===== src/rtl/rounding_pipe_pkg.sv =====
`default_nettype none
// ============================================================================
// Module      : rounding_pkg
// Description : Shared constants and width helper for the rounding pipeline.
// Revision    : 1.0 - initial release
// ============================================================================
package rounding_pkg;

  // Run-time rounding mode encodings
  localparam logic [1:0] RND_TRUNC     = 2'd0;
  localparam logic [1:0] RND_HALF_UP   = 2'd1;
  localparam logic [1:0] RND_HALF_EVEN = 2'd2;
  localparam logic [1:0] RND_HALF_AWAY = 2'd3;

  // Width of the rounded intermediate: one spare bit above the shifted
  // value so that the +1 rounding increment can never wrap.
  function automatic int rnd_int_w(input int in_w, input int shift);
    return in_w - shift + 1;
  endfunction

endpackage
`default_nettype wire


===== src/rtl/rounding_pipe_if.sv =====
`default_nettype none
// ============================================================================
// Module      : rounding_pipe_if
// Description : Input and output beat handshakes of the rounding pipeline.
// Revision    : 1.0 - initial release
// ============================================================================
interface rounding_pipe_if #(
  parameter int IN_W  = 16,
  parameter int OUT_W = 8,
  parameter int LANES = 4
);
  logic [1:0]             mode;
  logic                   in_valid;
  logic                   in_ready;
  logic [LANES*IN_W-1:0]  in_data;
  logic                   out_valid;
  logic                   out_ready;
  logic [LANES*OUT_W-1:0] out_data;
  logic [LANES-1:0]       out_sat;

  // Upstream producer / downstream consumer side
  modport master (
    output mode, in_valid, in_data, out_ready,
    input  in_ready, out_valid, out_data, out_sat
  );

  // Rounding pipeline side
  modport slave (
    input  mode, in_valid, in_data, out_ready,
    output in_ready, out_valid, out_data, out_sat
  );
endinterface
`default_nettype wire


===== src/rtl/rounding_lane.sv =====
`default_nettype none
// ============================================================================
// Module      : rounding_lane
// Description : One lane: shift+round into stage 1, clamp+flag into stage 2.
// Revision    : 1.0 - initial release
// ============================================================================
module rounding_lane
  import rounding_pkg::*;
#(
  parameter int IN_W   = 16,
  parameter int OUT_W  = 8,
  parameter int SHIFT  = 3,
  parameter int SIGNED = 0
) (
  input  logic             clk,
  input  logic             rst_n,
  input  logic             ld1,
  input  logic             ld2,
  input  logic [1:0]       mode,
  input  logic [IN_W-1:0]  lane_in,
  output logic [OUT_W-1:0] lane_out,
  output logic             lane_sat
);

  localparam int W_INT = rnd_int_w(IN_W, SHIFT);
  localparam int MAX_I = (SIGNED != 0) ? (2**(OUT_W-1)) - 1 : (2**OUT_W) - 1;
  localparam int MIN_I = (SIGNED != 0) ? -(2**(OUT_W-1)) : 0;
  // Clamp bounds held one bit wider than r so both domains compare as signed
  localparam logic signed [W_INT:0] MAX_V = (W_INT+1)'(MAX_I);
  localparam logic signed [W_INT:0] MIN_V = (W_INT+1)'(MIN_I);

  logic              sign_bit;
  logic              guard;
  logic              sticky;
  logic              lsb;
  logic              inc;
  logic [W_INT-1:0]  q;
  logic [W_INT-1:0]  r_d;
  logic [W_INT-1:0]  r_q;
  logic signed [W_INT:0] r_ext;
  logic [OUT_W-1:0]  out_d;
  logic [OUT_W-1:0]  out_q;
  logic              sat_d;
  logic              sat_q;

  assign sign_bit = (SIGNED != 0) ? lane_in[IN_W-1] : 1'b0;

  // Sticky covers the bits below the guard bit; there are none for SHIFT == 1
  generate
    if (SHIFT > 1) begin : g_sticky
      assign sticky = |lane_in[SHIFT-2:0];
    end else begin : g_no_sticky
      assign sticky = 1'b0;
    end
  endgenerate

  // Stage-1 next value: floor shift (one extra sign/zero bit) plus rounding increment
  always_comb begin
    q     = {sign_bit, lane_in[IN_W-1:SHIFT]};
    guard = lane_in[SHIFT-1];
    lsb   = lane_in[SHIFT];
    inc   = 1'b0;
    unique case (mode)
      RND_TRUNC:     inc = 1'b0;
      RND_HALF_UP:   inc = guard;
      RND_HALF_EVEN: inc = guard && (sticky || lsb);
      RND_HALF_AWAY: inc = guard && (sticky || !sign_bit);
      default:       inc = 1'b0;
    endcase
    r_d = q + W_INT'(inc);
  end

  // Stage-2 next value: clamp the rounded value into the output range
  always_comb begin
    r_ext = $signed({((SIGNED != 0) ? r_q[W_INT-1] : 1'b0), r_q});
    out_d = r_ext[OUT_W-1:0];
    sat_d = 1'b0;
    if (r_ext > MAX_V) begin
      out_d = MAX_V[OUT_W-1:0];
      sat_d = 1'b1;
    end else if (r_ext < MIN_V) begin
      out_d = MIN_V[OUT_W-1:0];
      sat_d = 1'b1;
    end
  end

  // Lane registers, each stage loads only when the parent advances it
  always_ff @(posedge clk or negedge rst_n) begin
    if (!rst_n) begin
      r_q   <= '0;
      out_q <= '0;
      sat_q <= 1'b0;
    end else begin
      if (ld1) begin
        r_q <= r_d;
      end
      if (ld2) begin
        out_q <= out_d;
        sat_q <= sat_d;
      end
    end
  end

  assign lane_out = out_q;
  assign lane_sat = sat_q;

endmodule
`default_nettype wire


===== src/rtl/rounding_pipe.sv =====
`default_nettype none
// ============================================================================
// Module      : rounding_pipe
// Description : Multi-lane 2-stage round/saturate rescaler with valid/ready
//               handshake and saturated-beat counter.
// Revision    : 1.0 - initial release
// ============================================================================
module rounding_pipe
  import rounding_pkg::*;
#(
  parameter int IN_W   = 16,
  parameter int OUT_W  = 8,
  parameter int SHIFT  = 3,
  parameter int LANES  = 4,
  parameter int SIGNED = 0,
  parameter int CNT_W  = 16
) (
  input  logic                clk,
  input  logic                rst_n,
  rounding_pipe_if.slave      bus,
  input  logic                cnt_clr,
  output logic [CNT_W-1:0]    sat_count
);

  logic             s1_valid_d, s1_valid_q;
  logic             s2_valid_d, s2_valid_q;
  logic             s1_ready, s2_ready;
  logic             ld1, ld2;
  logic             out_fire;
  logic [CNT_W-1:0] cnt_d, cnt_q;
  logic [OUT_W-1:0] lane_out [LANES];
  logic [LANES-1:0] lane_sat;

  // Ready ripples backwards combinationally so a full pipe still streams
  assign s2_ready     = !s2_valid_q || bus.out_ready;
  assign s1_ready     = !s1_valid_q || s2_ready;
  assign bus.in_ready = s1_ready;
  assign ld1          = bus.in_valid && s1_ready;
  assign ld2          = s1_valid_q && s2_ready;
  assign out_fire     = s2_valid_q && bus.out_ready;

  // Stage occupancy; mode is consumed by the lanes at acceptance, so each
  // beat carries its own rounding decision down the pipe
  always_comb begin
    s1_valid_d = s1_valid_q;
    s2_valid_d = s2_valid_q;
    if (ld1) begin
      s1_valid_d = 1'b1;
    end else if (ld2) begin
      s1_valid_d = 1'b0;
    end
    if (ld2) begin
      s2_valid_d = 1'b1;
    end else if (bus.out_ready) begin
      s2_valid_d = 1'b0;
    end
  end

  // Saturated-beat counter: clear wins, otherwise sticks at all-ones
  always_comb begin
    cnt_d = cnt_q;
    if (cnt_clr) begin
      cnt_d = '0;
    end else if (out_fire && (|lane_sat) && (cnt_q != {CNT_W{1'b1}})) begin
      cnt_d = cnt_q + CNT_W'(1);
    end
  end

  // Control state registers
  always_ff @(posedge clk or negedge rst_n) begin
    if (!rst_n) begin
      s1_valid_q <= 1'b0;
      s2_valid_q <= 1'b0;
      cnt_q      <= '0;
    end else begin
      s1_valid_q <= s1_valid_d;
      s2_valid_q <= s2_valid_d;
      cnt_q      <= cnt_d;
    end
  end

  generate
    for (genvar i = 0; i < LANES; i++) begin : g_lane
      rounding_lane #(
        .IN_W   (IN_W),
        .OUT_W  (OUT_W),
        .SHIFT  (SHIFT),
        .SIGNED (SIGNED)
      ) u_lane (
        .clk      (clk),
        .rst_n    (rst_n),
        .ld1      (ld1),
        .ld2      (ld2),
        .mode     (bus.mode),
        .lane_in  (bus.in_data[i*IN_W +: IN_W]),
        .lane_out (lane_out[i]),
        .lane_sat (lane_sat[i])
      );
    end
  endgenerate

  // Pack lane results onto the output bus
  always_comb begin
    bus.out_data = '0;
    for (int i = 0; i < LANES; i++) begin
      bus.out_data[i*OUT_W +: OUT_W] = lane_out[i];
    end
  end

  assign bus.out_valid = s2_valid_q;
  assign bus.out_sat   = lane_sat;
  assign sat_count     = cnt_q;

endmodule
`default_nettype wire

===== src/flat_wrapper.sv =====
// flat-port wrapper written by rule: the top's interface ports become plain ports
module rounding_pipe_flat import rounding_pkg::*;
#(
  parameter int IN_W   = 16,
  parameter int OUT_W  = 8,
  parameter int SHIFT  = 3,
  parameter int LANES  = 4,
  parameter int SIGNED = 0,
  parameter int CNT_W  = 16
)
  (clk, rst_n, cnt_clr, sat_count, bus_mode, bus_in_valid, bus_in_data, bus_out_ready, bus_in_ready, bus_out_valid, bus_out_data, bus_out_sat);
  rounding_pipe_if #(.IN_W(IN_W), .OUT_W(OUT_W), .LANES(LANES)) bus_i ();
  input  logic clk;
  input  logic rst_n;
  input  logic cnt_clr;
  output logic [CNT_W-1:0] sat_count;
  input wire logic [$bits(bus_i.mode)-1:0] bus_mode;
  input wire logic [$bits(bus_i.in_valid)-1:0] bus_in_valid;
  input wire logic [$bits(bus_i.in_data)-1:0] bus_in_data;
  input wire logic [$bits(bus_i.out_ready)-1:0] bus_out_ready;
  output wire logic [$bits(bus_i.in_ready)-1:0] bus_in_ready;
  output wire logic [$bits(bus_i.out_valid)-1:0] bus_out_valid;
  output wire logic [$bits(bus_i.out_data)-1:0] bus_out_data;
  output wire logic [$bits(bus_i.out_sat)-1:0] bus_out_sat;
  assign bus_i.mode = bus_mode;
  assign bus_i.in_valid = bus_in_valid;
  assign bus_i.in_data = bus_in_data;
  assign bus_i.out_ready = bus_out_ready;
  assign bus_in_ready = bus_i.in_ready;
  assign bus_out_valid = bus_i.out_valid;
  assign bus_out_data = bus_i.out_data;
  assign bus_out_sat = bus_i.out_sat;
  rounding_pipe #(.IN_W(IN_W), .OUT_W(OUT_W), .SHIFT(SHIFT), .LANES(LANES), .SIGNED(SIGNED), .CNT_W(CNT_W)) u_core (.clk(clk), .rst_n(rst_n), .bus(bus_i), .cnt_clr(cnt_clr), .sat_count(sat_count));
endmodule

===== config.mk =====
export PLATFORM = sky130hd
export DESIGN_NAME = rounding_pipe_flat
export DESIGN_NICKNAME = d
export VERILOG_FILES = /design/src/rtl/rounding_pipe_pkg.sv /design/src/rtl/rounding_pipe_if.sv /design/src/rtl/rounding_lane.sv /design/src/rtl/rounding_pipe.sv /design/src/flat_wrapper.sv
export SDC_FILE = /design/constraint.sdc
export NUM_CORES = 1
export LEC_CHECK = 0
export ABC_AREA = 1
export CORE_MARGIN = 4
export CORE_UTILIZATION = 46
export DETAILED_ROUTE_END_ITERATION = 12
export PLACE_DENSITY = 0.85
export SYNTH_ARGS = -nofsm -noshare
export SYNTH_HDL_FRONTEND = slang
export SYNTH_SLANG_ARGS = --single-unit
export TNS_END_PERCENT = 30

===== constraint.sdc =====
create_clock -name clk -period 1.35 [get_ports clk]
set_input_delay 0.135 -clock clk [delete_from_list [all_inputs] [get_ports clk]]
set_output_delay 0.135 -clock clk [all_outputs]
set_load 0.05 [all_outputs]

==> flow_summary.yaml <==
status:
  status: "complete, but fails checks"
  violations: "setup timing"
synthesis:
  synth_cells: 741
  synth_edf_count: 0
  yosys.area.top_type: "dfrtp_1"
  yosys_register_bits: 110
  ys.flop_type: "dfrtp_1"
  syn_nets: 821
  synth_area_per_cell_sq_um: 7.642
  ys_warn_count: 0
  yosysUniqueCellTypes: 30
  netlist_area_sq_um: 5663
  ys_async_sr_fraction_pct: 100.0
  yosys-top-cells-count: "nand2_1, dfrtp_1, nor2_1"
  yosysSeqAreaShare_pct: 48.61
  yosys-top-cells-area: "dfrtp_1, nand2_1, nand3_1"
  netlist.area_leader.share_pct: 48.61
  synth.most_common_cell: "nand2_1"
final_layout:
  nFillCells: 599
  antenna_cells: 0
  regArea_sq_um: 2768
  syn2layout_area_growth_pct: 69.05
  multi_input_area_sq_um: 3276
  drive_above_1_share_pct: 34.21
  layout.nets: 1063
  utilization_pct: 79.70
placed_design:
  place.gp.congestion: 0.9373
  dp_slack_ns: -0.7236
  dp_hpwl_um: 12910
  numPortBuffers: 124
timing:
  finalWorstSetupSlack_ns: -0.2733
  fin_crit_ns: 1.623
  whs_ns: 0.2262
  hold_violations: 0
  fin_crit_sh_pct: 120.2
  slew_headroom_pct: 61.78
  rsz0062_at_grt: "true"
  finalMaxSlewViolations: 0
  tightestPinTransition_ns: 0.5673
  setup_viol: 45
  maxClockFrequency_ghz: 0.6160
  skew_ns: 0.01212
setup_path:
  reg2reg_depth: 4
  rrSetupSlack_ns: -0.27
  setup.worst_path.end_class: "register"
  cp.arrival_ns: 1.82
  crit_type: "register to register"
  crit_path_max_fanout: 3
  required_ns: 1.54
  cp-start-kind: "register"
global_route:
  grtUsageTotal_pct: 30.90
  grt_antenna_before_repair: 0
  grt_max_degree: 39
  overflow: 0
  grt_pass1_wl_um: 34970
  first_global_vias: 6766
route:
  via_per_inst: 6.270
  avgRoutedWirePerCell_um: 22.57
  ant_nets: 0
  dr.pass1.iters: 7
  drc: 0
  drtIter0Drc: 1097
  routed_wl_um: 25620
  vias: 7117
die:
  die_area_sq_um: 14150
  boundaryPins: 125
  core-area_sq_um: 12010
  fp.dieH_um: 119.0
  initial_utilization_pct: 47.15
  die_x_um: 119.0
  rows: 40
pwr:
  power_mw: 12.79
  powerDensity_nw_per_um2: 1336
  p_leak_nw: 4.509
  peakVddDrop_uv: 883.2
clocking:
  cts_tree: "done"
  clkTransAtPathRegs_ns: 0.07
  ctsLongestPathBuffers: 2
  insertion_delay_ns: 0.36
  clockRootBuffer: "clkbuf_16"
  h-tree-depth: 3
  cts_made_buffers: 9
  clock-sinks: 110
hold_path:
  hold_path.class: "input pin to async pin"
flow_run:
  cap_violations: 0
through the flow:
step	cells	area (sq um)	TNS (ns)
final	1135	9573	-4.496
after floorplan	741	5942	-11.43
after global placement	1107	8667	-35.58
after detailed placement	1107	8667	-41.68
after CTS	1133	9303	-2.288
after global routing	1135	9573	-8.367
state kept, by name, summed over array words and instances, names as in the netlist:
name,count
u_core.g_lane.u_lane.lane_out,32
u_core.g_lane.u_lane.r_q,56
u_core.g_lane.u_lane.lane_sat,4
u_core.sat_count,16
u_core.bus.out_valid,1
u_core.s1_valid_q,1
power breakdown:
part           leakage, nW  internal, mW  switching (mW)
combinational         3.04          2.29            2.98
clock                0.166          1.78            1.23
sequential            1.31          3.88           0.624
worst max-delay path, cell delays in order, from the launching register on:
cell	delay [ns]
dfrtp_1	0.41
nor2_1	0.13
nand3_1	0.21
o21ai_0	0.53
nand2_1	0.17
cells in the final DEF (no fill, tap or decap), types with 13 or more instances in the layout:
cell type	synthesis	routed
inv_1	49	43
buf_4	4	119
o21ai_0	34	20
nand3_2	0	19
clkdlybuf4s50_1	0	46
buf_12	0	60
dfrtp_1	110	98
nand3_1	67	39
nor2_1	76	60
nand2_1	276	251
o21ai_1	15	24
nand2_2	1	20
nor2_4	2	13
nand4_1	15	15
path summary, 6_finish.rpt:
kind,endpoint,start
min,u_core.g_lane[2].u_lane.r_q[13],rst_n
max reg2reg,u_core.g_lane[1].u_lane.lane_out[0],u_core.g_lane[1].u_lane.r_q[8]
max,u_core.g_lane[1].u_lane.lane_out[0],u_core.g_lane[1].u_lane.r_q[8]
min reg2reg,u_core.g_lane[3].u_lane.r_q[9],u_core.g_lane[3].u_lane.r_q[9]
min in group clk,u_core.g_lane[2].u_lane.r_q[13],bus_in_data[36]
max in group asynchronous,u_core.g_lane[0].u_lane.r_q[5],rst_n
kinds of logic (layout without fill, tap and decap cells):
family | Yosys count | in the layout | synth area share, %
XOR/XNOR | 21 | 21 | 3.248
adder cells (fa/ha/maj) | 9 | 9 | 1.989
flip-flops | 110 | 110 | 48.61
buffers and inverters | 74 | 320 | 5.413
AND/OR/NAND/NOR | 452 | 453 | 33.10
AO/OA/AOI/OAI | 75 | 75 | 7.644
layout make-up:
cell class | instances | area share [%]
Multi-Input combinational cell | 558 | 34.22
Inverter | 51 | 2.104
Sequential cell | 110 | 28.91
Tap cell | 147 | 1.921
Timing Repair Buffer | 253 | 29.34
Clock buffer | 13 | 2.823
Clock inverter | 3 | 0.6796
what timing repair did:
action	CTS	global route
endpoints found under the setup margin	77	91
setup buffers	8	3
gates cloned	1	0
endpoints found under the hold margin	19	0
hold buffers	1	0
pin swaps	51	41
gates resized for setup	94	80
layer usage:
layer,track usage (%),wire (um),vias to the layer above,share of wire (%)
met3,5.983,2917,230,11
met1,36.84,8545,3294,33
met5,0,0,-,0
met2,51.83,12020,709,47
li1,-,-,2884,-
met4,18.46,2138,0,8.3
No activity file was read; power rests on OpenSTA's default activity.
